## config.mk

```make
export PLATFORM = sky130hd
export DESIGN_NAME = adder_seq
export DESIGN_NICKNAME = d
export VERILOG_FILES = /design/src/rtl/adder_seq.sv
export SDC_FILE = /design/constraint.sdc
export NUM_CORES = 1
export LEC_CHECK = 0
export ABC_AREA = 1
export BUFFER_PORTS_ARGS = -buffer_cell sky130_fd_sc_hd__buf_4
export CORE_ASPECT_RATIO = 0.8
export CORE_MARGIN = 3
export CORE_UTILIZATION = 55
export CTS_CLUSTER_DIAMETER = 30
export CTS_CLUSTER_SIZE = 14
export DETAILED_ROUTE_END_ITERATION = 7
export GPL_TIMING_DRIVEN = 0
export PLACE_DENSITY = 0.91
export SYNTH_ARGS = -nofsm -noshare
export SYNTH_HDL_FRONTEND = slang
export SYNTH_SLANG_ARGS = --single-unit
```

## constraint.sdc

```tcl
create_clock -name clk -period 3.3 [get_ports clk]
set_input_delay 0.99 -clock clk [delete_from_list [all_inputs] [get_ports clk]]
set_output_delay 0.99 -clock clk [all_outputs]
set_load 0.02 [all_outputs]
```

## src/rtl/adder_seq.sv

```systemverilog
// adder_seq: multi-cycle adder/subtractor that adds one SLICE-bit slice per
// clock, LSB slice first, behind valid/ready handshakes on both sides.
// SUM, CO and OV are registered and only meaningful while out_valid is high.
module adder_seq #(
  parameter int WIDTH = 16,
  parameter int SLICE = 4
) (
  input  logic             clk,
  input  logic             rst_n,
  input  logic             in_valid,
  output logic             in_ready,
  input  logic [WIDTH-1:0] A,
  input  logic [WIDTH-1:0] B,
  input  logic             CI,
  input  logic             SUB,
  output logic             out_valid,
  input  logic             out_ready,
  output logic [WIDTH-1:0] SUM,
  output logic             CO,
  output logic             OV
);

  localparam int N  = WIDTH / SLICE;
  localparam int IW = (N > 1) ? $clog2(N) : 1;
  localparam logic [IW-1:0] LAST_IDX = IW'(N - 1);

  typedef enum logic [1:0] {
    IDLE,
    RUN,
    DONE
  } state_t;

  state_t           state;
  logic [WIDTH-1:0] a_reg;
  logic [WIDTH-1:0] b_reg;
  logic             carry;
  logic [IW-1:0]    idx;

  logic [SLICE-1:0] a_slice;
  logic [SLICE-1:0] b_slice;
  logic [SLICE:0]   slice_full;
  logic             msb_cin;

  // Add the current slice; the carry into the slice MSB is recovered from
  // its sum bit, so no separate SLICE-1 bit adder is needed (works for SLICE=1).
  always_comb begin
    a_slice    = a_reg[idx*SLICE +: SLICE];
    b_slice    = b_reg[idx*SLICE +: SLICE];
    slice_full = {1'b0, a_slice} + {1'b0, b_slice} + {{SLICE{1'b0}}, carry};
    msb_cin    = slice_full[SLICE-1] ^ a_slice[SLICE-1] ^ b_slice[SLICE-1];
  end

  // Control FSM plus datapath registers; handshake outputs are registered.
  always_ff @(posedge clk or negedge rst_n) begin
    if (!rst_n) begin
      state     <= IDLE;
      in_ready  <= 1'b1;
      out_valid <= 1'b0;
      SUM       <= '0;
      CO        <= 1'b0;
      OV        <= 1'b0;
      carry     <= 1'b0;
      idx       <= '0;
      a_reg     <= '0;
      b_reg     <= '0;
    end else begin
      case (state)
        IDLE: begin
          if (in_valid) begin
            a_reg    <= A;
            b_reg    <= B ^ {WIDTH{SUB}};
            carry    <= CI;
            idx      <= '0;
            in_ready <= 1'b0;
            state    <= RUN;
          end
        end
        RUN: begin
          SUM[idx*SLICE +: SLICE] <= slice_full[SLICE-1:0];
          carry <= slice_full[SLICE];
          idx   <= idx + IW'(1);
          if (idx == LAST_IDX) begin
            CO        <= slice_full[SLICE];
            OV        <= msb_cin ^ slice_full[SLICE];
            out_valid <= 1'b1;
            state     <= DONE;
          end
        end
        DONE: begin
          if (out_ready) begin
            out_valid <= 1'b0;
            in_ready  <= 1'b1;
            state     <= IDLE;
          end
        end
        default: begin
          state     <= IDLE;
          in_ready  <= 1'b1;
          out_valid <= 1'b0;
        end
      endcase
    end
  end

endmodule
```

After elaboration in Yosys (flattened, before gate mapping)
Index checks and enable logic that the tools add are counted.

storage, ports and cells
  flip-flop bits (word level) = 57
  word-level logic and storage cells = 53
  bits of input ports = 38

operators by class
  reduce and logical (&&, ||, !) cells = 8
  bitwise gates (word level) = 6
  muxes and demuxes = 15
  shifts and indexed selects = 4
  equality and inequality tests = 6
  add/sub/neg operators = 4

operators with widths
  cell                                                                     number
  4-bit negator with 34-bit output                                         1
  4-bit by 34-bit variable shift with 16-bit output, first input constant  1
  4-bit by 34-bit indexed part select with 16-bit output                   1
  16-bit by 5-bit indexed part select with 4-bit output                    2
  16-bit bitwise mux                                                       1
  16-bit bitwise XOR                                                       1
  3-bit AND reduction                                                      3
  2-bit 2-to-1 mux                                                         4
  2-bit inequality test, second input constant                             3
  1-bit case mux with 3 select lines                                       2
  2-bit case mux with 3 select lines                                       1
  2-bit AND reduction                                                      3
  4-bit by 4-bit adder with 5-bit output                                   1
  5-bit by 1-bit adder with 5-bit output                                   1
  1-bit 2-to-1 mux                                                         5
  2-bit equality test, second input constant                               2
  2-bit case mux with 2 select lines                                       1
  1-bit bitwise XOR                                                        3
  2-bit by 1-bit adder with 2-bit output, second input constant            1
  2-bit by 1-bit equality test with 1-bit output, second input constant    1
  2-bit zero test                                                          1
  1-bit NOT                                                                2
  1-bit case mux with 2 select lines                                       1
  2-bit nonzero test                                                       1

Depth between registers and ports, before layout
Gate-level depths: netlist of the first run.

  word-level depth = 6
  gate-level depth with buffers = 15
  depth with buffers taken out = 14

Least setup slack after synthesis of the first run
OpenSTA, ideal clock, no wires.

  kind = reg-to-reg
  from = register idx[0]
  to = register OV
  data arrival time = 2.366 ns
  path slack = 0.817 ns
  period minus slack after synthesis = 2.483 ns
  stages on the path, launching flop included = 16
  required time = 3.183 ns
  library setup time = 0.117 ns
  buffers on the path = 2
  cells stage by stage = dfrtp_1 inv_2 buf_6 buf_2 nor2_1 o22ai_1 fa_1 fa_1 nand3_1 nand3_1 inv_1 nand3_1 nand2_1 nand2_1 nand3_1 nand2_1

between the ends
  longest elaborated chain between the ends = 6
  elaborated cells on any way between the ends = 9
  those cells by class = 2 x add/sub; 1 x eq/ne; 2 x shift; 3 x bitwise; 1 x reduce/logical

ends and longest elaborated chain
  item                                                                             RTL line  source
  start, declared                                                                  37        logic [IW-1:0] idx;
  start signal, assigned                                                           81        idx <= idx + IW'(1);
  16-bit by 5-bit indexed part select with 4-bit output, on equally long branches  47, 48
  4-bit by 4-bit adder with 5-bit output                                           49        slice_full = {1'b0, a_slice} + {1'b0, b_slice} + {{SLICE{1'b0}}, carry};
  5-bit by 1-bit adder with 5-bit output                                           49
  1-bit bitwise XOR (2 in series)                                                  50        msb_cin = slice_full[SLICE-1] ^ a_slice[SLICE-1] ^ b_slice[SLICE-1];
  1-bit bitwise XOR                                                                84        OV <= msb_cin ^ slice_full[SLICE];
  end signal, assigned                                                             84
  end, declared                                                                    20        output logic OV

Parallel ways exist; a longest one is shown, timed or not.
A chain may end at the register's enable or synchronous reset.

Worst setup path after layout of the first run
Same ends and word-level chain as after synthesis.

==> metrics, run 1 <==
I/O Buffers 56; RSZ-0062 raised after global routing no; HPWL Detailed 4.99 mm; LEAKAGE ~1.8 nW; Top cell by count, worst path nand3_1; setup_tns 0 ns; GRT met1 Usage 0.306; peak supply drop around 0.00058 V; Max transition margin 0.542; Peak Freq 350 MHz; grt met2 use 0.389; CP endpoint kind flop; GP Congestion 0.899; skew final 0.00780 ns; yosys warns 0; Slew Limit Fails 0; Initial Util 0.598; Synthesized Nets ~390; post-cts hold buffer count 0; n_diodes 0; Distinct cells, synth 26; Mapped Area 2870 um2; largest net degree at the start of global routing a little under 60; actual slew at the worst max-slew pin 0.688 ns; fill cell count 371; post-synthesis simple-gate area fraction 0.217; CTS Root Cell clkbuf_8; WL per Instance 13.9 um; I/O pins 58; Worst EP required ~3.5 ns; vias in the first global route 2510; Clock Pin Slew Worst Setup and Hold Paths 0.06 ns; TritonCTS buffer count 9; Final min period 2.86 ns; Mapped Cells between 300 and 400; endpoints failing setup 0; DR vias between 2000 and 3000; post-synthesis compound-gate area fraction 0.124; Synth Area in Adders 0.0533; met3 Use GR 0.0931; worst-path maximum fanout 12; Starting DRT DRC Count 184; worst-skew pair later-pin latency 0.34 ns; grt peak-use layer met2; Cell Chain, Critical Path inv_2 > buf_6 > buf_2 > nor2_1 > o22ai_1 > fa_1 > fa_1 > nand3_1 > nand3_1 > inv_1 > nand3_1 > nand2_1 > nand2_1 > nand3_1 > nand2_1; H-tree levels 3; CTS max path bufs 2; fraction of layout cells with a size suffix above 1 0.231; NumNets Final 456; hold crit path type reg2reg; CP peak stage delay 0.49 ns; DR vias/cell between 5 and 6; Setup Buffers After CTS 0; Tcrit/Tclk final 0.866; initial antenna violation count 0; Detailed Routing Iterations Pass 1 4; synthesis-to-layout area growth 25.3%; cts repair resizes 0; Fin. Hold Viols 0; mean post-synth cell area 8.43 um2; CP max stage cell dfrtp_1; antenna-violating nets left 0; total die area between 6000 and 7000 um2; Yosys reg bits 57; max-cap violation count 0; crit start category flop; Tot Pwr 4.14 mW; Sink Count 57; run status finished, final reports clean; kind of critical path reg2reg; largest family of logic cells by synthesized area simple AND/OR/NAND/NOR gates; sequential area share after synthesis 0.498; GRT Overall Usage 0.240; die width 86.7 um; Core ar. 4790 um2; DRT Wirelength about 6.6 mm; drt drc 0; pwr dens ~1200 nW/um2; post-synthesis mux area share 0; Worst Path Arrival about 3 ns; first-pass GRT wire length 11.4 mm; CTS tree done; DIE HEIGHT 70.6 um; grt total ovfl 0; Post-Synth XOR/XNOR Area 0.0519; final core utilization 0.750; row count 22
==> path summary, 6_finish.rpt <==
path                                        from               endpoint  slack [ns]  cells past startpoint
min                        a_reg[11]$_DFFE_PN0P_  a_reg[11]$_DFFE_PN0P_        0.48                      2
min in group asynchronous                  rst_n    SUM[11]$_DFFE_PN0P_        0.70                      1
max reg2reg                   idx[0]$_DFFE_PN0P_         OV$_DFFE_PN0P_        0.44                     15
max in group asynchronous                  rst_n         CO$_DFFE_PN0P_        2.15                      1
max                           idx[0]$_DFFE_PN0P_         OV$_DFFE_PN0P_        0.44                     15
min reg2reg                a_reg[11]$_DFFE_PN0P_  a_reg[11]$_DFFE_PN0P_        0.48                      2
==> worst max-delay path: cells and delay by family, from the launching register on <==
kind / cells / cell delay (ns)
compound gates: 1 / 0.11
flops: 1 / 0.49
fa+ha+maj: 2 / 0.89
buf+inv: 4 / 0.58
simple gates: 8 / 0.68
==> per-layer routing <==
metal,vias to the layer above,share of wire
met5,-,0
met4,0,0.0084
met3,6,0.086
met2,100,0.49
met1,1187,0.42
li1,1246,-
==> kinds of logic after synthesis <==
group	count (synthesis)
AOI/OAI and AO/OA	67
and+or+nand+nor	152
xor gates and xnor gates	17
buffers and inverters	36
DFF	57
adders and majority gates	11
==> synthesized netlist by cell type, drive strengths merged <==
library cell | count | area [um2]
nand2 | 112 | 430
dfrtp | 56 | 1400
o21ai | 53 | 265
inv | 22 | 82.6
nand3 | 20 | 105
xnor2 | 16 | 140
nor2 | 15 | 56.3
buf | 11 | 66.3
ha | 9 | 113
o22ai | 6 | 37.5
o31ai | 4 | 30.0
a21oi | 3 | 15.0
clkbuf | 3 | 11.3
fa | 2 | 40.0
nand4 | 2 | 12.5
nor3 | 2 | 10.0
dfstp | 1 | 26.3
nand3b | 1 | 7.51
o211ai | 1 | 7.51
xor2 | 1 | 8.76
==> cell usage in the layout, fill, tap and decap left out, types with 8 or more instances in the layout <==
cell,synthesis,routed
clkbuf_8,0,11
buf_2,8,8
dfrtp_1,56,56
ha_1,9,9
nor2_1,15,15
inv_1,16,16
nand2_1,108,108
buf_4,2,58
xnor2_1,16,16
nand3_1,19,19
o21ai_0,52,52
==> report_power, final <==
group / internal (mW) / switching (mW)
logic: 0.792 / 1.42
clock network: 0.463 / 0.272
registers: 1.01 / 0.186
==> per-stage QoR <==
stage	cell area, um2	hold slack [ns]	worst slack (ns)	std cells
after floorplan	2870	0.444	0.817	340
after global placement	3360	0.461	0.515	456
after global routing	3590	0.504	0.201	472
after detailed placement	3360	0.462	0.480	456
after CTS	3590	0.479	0.451	472
final	3590	0.482	0.442	472
==> layout make-up <==
class | instances | area, um2 | share of cell area
sequential | 57 | 1430 | 0.398
multi-input combinational | 247 | 1280 | 0.356
timing repair buffer | 56 | 420 | 0.117
clock buffer | 11 | 151 | 0.0422
inverter | 22 | 82.6 | 0.0230
clock inverter | 5 | 77.6 | 0.0216
buffer | 14 | 77.6 | 0.0216
tap | 60 | 75.1 | 0.0209
No activity file was read; power rests on OpenSTA's default activity.
==> inputs of run 2 (changes only) <==
--- a/config.mk
+++ b/config.mk
@@ -7,14 +7,16 @@
 export LEC_CHECK = 0
 export ABC_AREA = 1
 export BUFFER_PORTS_ARGS = -buffer_cell sky130_fd_sc_hd__buf_4
-export CORE_ASPECT_RATIO = 0.8
+export CELL_PAD_IN_SITES_DETAIL_PLACEMENT = 1
+export CELL_PAD_IN_SITES_GLOBAL_PLACEMENT = 1
+export CORE_ASPECT_RATIO = 0.7
 export CORE_MARGIN = 3
-export CORE_UTILIZATION = 55
+export CORE_UTILIZATION = 40
 export CTS_CLUSTER_DIAMETER = 30
 export CTS_CLUSTER_SIZE = 14
 export DETAILED_ROUTE_END_ITERATION = 7
 export GPL_TIMING_DRIVEN = 0
-export PLACE_DENSITY = 0.91
+export PLACE_DENSITY = 0.89
 export SYNTH_ARGS = -nofsm -noshare
 export SYNTH_HDL_FRONTEND = slang
 export SYNTH_SLANG_ARGS = --single-unit
==> metrics, run 2 (synthesis results as in run 1) <==
DR vias 2572; Max transition margin 0.526; Tot Pwr 4.19 mW; Clock Pin Slew Worst Setup and Hold Paths 0.07 ns; HPWL Detailed 5.83 mm; synthesis-to-layout area growth 26.3%; vias in the first global route between 2000 and 3000; TritonCTS buffer count 9; Peak Freq 337 MHz; grt total ovfl 0; DR vias/cell 5.08; LEAKAGE 1.81 nW; largest net degree at the start of global routing 58; Worst Path Arrival about 3.2 ns; run status finished, final reports clean; WL per Instance 15.5 um; Sink Count between 50 and 60; Setup Buffers After CTS 0; drt drc 0; endpoints failing setup 0; GP Congestion slightly below 0.9; worst-path maximum fanout 12; kind of critical path reg2reg; post-cts hold buffer count 0; first-pass GRT wire length 13.0 mm; cts repair resizes 0; DIE HEIGHT about 77 um; most common cell after layout, fill and taps aside nand2_1; Fin. Hold Viols 0; Final min period 2.97 ns; Critical Path Sink OV$_DFFE_PN0P_; CTS max path bufs 2; hold crit path type reg2reg; CTS tree done; CTS Root Cell clkbuf_8; reg2reg end OV$_DFFE_PN0P_; Core ar. between 6000 and 7000 um2; n_diodes 0; antenna-violating nets left 0; initial antenna violation count 0; Setup crit start idx[0]$_DFFE_PN0P_; H-tree levels 3; Worst R2R Setup Slack 0.33 ns; crit start category flop; final core utilization 0.528; die width 107 um; FF-to-FF path depth 15; FF-to-FF Start idx[0]$_DFFE_PN0P_; Slew Limit Fails 0; commonest non-fill, non-tap cells in the layout nand2_1 (108), buf_4 (58), dfrtp_1 (56); RSZ-0062 raised after global routing no; Starting DRT DRC Count 128; NumNets Final 456; fill cell count around 840; HP Start b_reg[15]$_DFFE_PN0P_; row count 25; worst-skew pair later-pin latency between 0.3 and 0.4 ns; fraction of layout cells with a size suffix above 1 0.231; I/O pins 58; Worst EP required 3.54 ns; peak supply drop 0.000331 V; max-cap violation count 0; DRT Wirelength 7.83 mm; setup_tns 0 ns; I/O Buffers 56; CP endpoint kind flop; final hold slack around 0.48 ns; Tcrit/Tclk final 0.900; skew final 0.00479 ns; total die area 8230 um2; Initial Util 0.418; pwr dens between 1000 and 1500 nW/um2; actual slew at the worst max-slew pin 0.711 ns; Detailed Routing Iterations Pass 1 4; GRT Overall Usage 0.203
-- run 2: changes by cell type in the layout (fill, tap and decap cells not counted), sizes merged --
| cell | delta |
|---|---|
| clkinv | -1 |
| bufinv | -1 |
| clkbuf | +1 |
| clkinvlp | +1 |
-- run 2: stage by stage --
stage / instance area (um2) / setup WS (ns) / cells
6_report: 3620 / 0.331 / 506
5_1_grt: 3620 / 0.0865 / 506
4_1_cts: 3620 / 0.361 / 506
3_5_place_dp: 3400 / 0.386 / 490
3_3_place_gp: 3400 / 0.503 / 490
2_1_floorplan: 2870 / 0.817 / 340
-- run 2: area by class of cell --
type | count | area, um2 | area share
Clock buffer | 12 | 165 | 0.0456
Inverter | 22 | 82.6 | 0.0228
Sequential cell | 57 | 1430 | 0.394
Tap cell | 94 | 118 | 0.0325
Buffer | 14 | 77.6 | 0.0214
Clock inverter | 4 | 50.0 | 0.0138
Multi-Input combinational cell | 247 | 1280 | 0.353
Timing Repair Buffer | 56 | 420 | 0.116
-- run 2: report_power, final --
group | switching (mW) | leakage (nW) | total (mW) | internal (mW)
combinational | 1.50 | 0.977 | 2.29 | 0.792
sequential | 0.195 | 0.727 | 1.20 | 1.01
clock | 0.290 | 0.105 | 0.699 | 0.409
total | 1.98 | 1.81 | 4.19 | 2.21
-- run 2: per-layer routing --
layer  part of all wire  global-route usage
met1               0.46               0.267
met2               0.48               0.326
met3              0.056              0.0631
met4             0.0083              0.0536
met5                  0                   0
-- run 2: how the worst min path moves through the flow --
stage / end / slack (ns) / cells after the start
6_report: b_reg[15]$_DFFE_PN0P_ / 0.48 / 2
5_1_grt: a_reg[14]$_DFFE_PN0P_ / 0.51 / 2
4_1_cts: b_reg[15]$_DFFE_PN0P_ / 0.49 / 2
3_5_place_dp: a_reg[1]$_DFFE_PN0P_ / 0.47 / 2
3_3_place_gp: a_reg[1]$_DFFE_PN0P_ / 0.46 / 2
2_1_floorplan: a_reg[10]$_DFFE_PN0P_ / 0.44 / 2
-- run 2: critical path, cell delays in order, from the launching register on --
cell and delay, ns:
dfrtp_1 0.56, inv_2 0.07, buf_6 0.15, buf_2 0.22, nor2_1 0.13, o22ai_1 0.14, fa_1 0.43, fa_1 0.41
nand3_1 0.11, nand3_1 0.13, inv_1 0.16, nand3_1 0.09, nand2_1 0.07, nand2_1 0.05, nand3_1 0.07, nand2_1 0.05
==> inputs of run 3 (changes only) <==
--- a/config.mk
+++ b/config.mk
@@ -11,12 +11,13 @@
 export CELL_PAD_IN_SITES_GLOBAL_PLACEMENT = 1
 export CORE_ASPECT_RATIO = 0.7
 export CORE_MARGIN = 3
-export CORE_UTILIZATION = 40
+export CORE_UTILIZATION = 39
 export CTS_CLUSTER_DIAMETER = 30
 export CTS_CLUSTER_SIZE = 14
 export DETAILED_ROUTE_END_ITERATION = 7
 export GPL_TIMING_DRIVEN = 0
-export PLACE_DENSITY = 0.89
+export HOLD_SLACK_MARGIN = 0.03
+export PLACE_DENSITY = 0.88
 export SYNTH_ARGS = -nofsm -noshare
 export SYNTH_HDL_FRONTEND = slang
 export SYNTH_SLANG_ARGS = --single-unit
==> metrics, run 3 (synthesis results as in run 1) <==
setup_tns 0 ns; n_diodes 0; endpoints failing setup 0; NumNets Final 456; hold crit path type reg2reg; skew final between 0.006 and 0.007 ns; most common cell after layout, fill and taps aside nand2_1; fraction of layout cells with a size suffix above 1 0.228; max-cap violation count 0; total die area 8430 um2; synthesis-to-layout area growth 26.7%; DR vias 2549; Tcrit/Tclk final 0.892; met2 wire len 3.59 mm; H-tree levels 3; fill cell count 861; Slew Limit Fails 0; placed insts 490; first-pass GRT wire length 12.9 mm; HPWL Detailed 5.88 mm; Core ar. 6940 um2; CTS Root Cell clkbuf_8; Final Cell Area 3630 um2; commonest non-fill, non-tap cells in the layout nand2_1 (108), buf_4 (58), dfrtp_1 (56); I/O Buffers 56; drt drc 0; TritonCTS buffer count 9; met3 WL 365 um; pwr dens roughly 1200 nW/um2; crit start category flop; Starting DRT DRC Count 88; worst-path maximum fanout 12; GP Congestion 0.858; Post-Layout Cell Count a little over 500; cts repair resizes 0; WL met1 3.74 mm; row count 25; Worst EP required roughly 3.5 ns; Peak Freq 340 MHz; DP Worst Slack 0.369 ns; Final min period 2.94 ns; Detailed Routing Iterations Pass 1 4; DRT Wirelength 7.77 mm; peak supply drop about 0.00038 V; kind of critical path reg2reg; Clock Pin Slew Worst Setup and Hold Paths about 0.060 ns; vias in the first global route 2613; initial antenna violation count 0; grt total ovfl 0; GRT Overall Usage 0.198; DIE HEIGHT between 70 and 80 um; Tot Pwr between 4 and 5 mW; die width 108 um; post-cts hold buffer count 0; Sink Count 57; RSZ-0062 raised after global routing no; Setup Buffers After CTS 0; LEAKAGE 1.82 nW; DR vias/cell approximately 5.0; CTS max path bufs 2; CP endpoint kind flop; Worst Path Arrival 3.17 ns; CTS tree done; WL per Instance 15.3 um; I/O pins 58; final hold slack 0.484 ns; antenna-violating nets left 0; Max transition margin 0.523; Initial Util 0.413; final core utilization 0.523; run status finished, final reports clean; actual slew at the worst max-slew pin 0.716 ns; largest net degree at the start of global routing 58; worst-skew pair later-pin latency roughly 0.34 ns; Fin. Hold Viols 0; Worst Slack Setup Final 0.355 ns; top sig layer met4; Post-Place Cell Area 3400 um2
==> run 3: final timing paths <==
kind	slack, ns	start	endpoint	cells past startpoint
max	0.36	idx[0]$_DFFE_PN0P_	OV$_DFFE_PN0P_	15
min	0.48	b_reg[5]$_DFFE_PN0P_	b_reg[5]$_DFFE_PN0P_	2
max reg2reg	0.36	idx[0]$_DFFE_PN0P_	OV$_DFFE_PN0P_	15
min reg2reg	0.48	b_reg[5]$_DFFE_PN0P_	b_reg[5]$_DFFE_PN0P_	2
max in group asynchronous	2.12	rst_n	b_reg[8]$_DFFE_PN0P_	1
min in group asynchronous	0.71	rst_n	SUM[6]$_DFFE_PN0P_	1
==> run 3: routing by layer <==
| metal | vias up | global-route usage |
|---|---|---|
| met5 | - | 0 |
| met2 | 60 | 0.313 |
| met3 | 10 | 0.0507 |
| met4 | 0 | 0.0580 |
| li1 | 1237 | - |
| met1 | 1242 | 0.267 |
==> run 3: critical path, stage by stage, from the launching register on <==
cell and delay (ns):
dfrtp_1 0.51, inv_2 0.08, buf_6 0.16, buf_2 0.21, nor2_1 0.12, o22ai_1 0.13, fa_1 0.46, fa_1 0.43
nand3_1 0.11, nand3_1 0.12, inv_1 0.17, nand3_1 0.10, nand2_1 0.07, nand2_1 0.05, nand3_1 0.07, nand2_1 0.05
==> run 3: power by group <==
| part | leakage, nW | switching [mW] | internal [mW] | total (mW) |
|---|---|---|---|---|
| logic | 0.977 | 1.51 | 0.794 | 2.30 |
| clock network | 0.116 | 0.268 | 0.452 | 0.720 |
| registers | 0.727 | 0.189 | 1.01 | 1.20 |
| total | 1.82 | 1.96 | 2.25 | 4.22 |
==> run 3: final cells by class <==
type / instances / area [um2] / area share
buffer: 14 / 77.6 / 0.0214
clock buffer: 15 / 196 / 0.0541
clock inverter: 1 / 30.0 / 0.00827
inverter: 22 / 82.6 / 0.0227
multi-input combinational: 247 / 1280 / 0.352
sequential: 57 / 1430 / 0.393
tap: 94 / 118 / 0.0324
timing repair buffer: 56 / 420 / 0.116
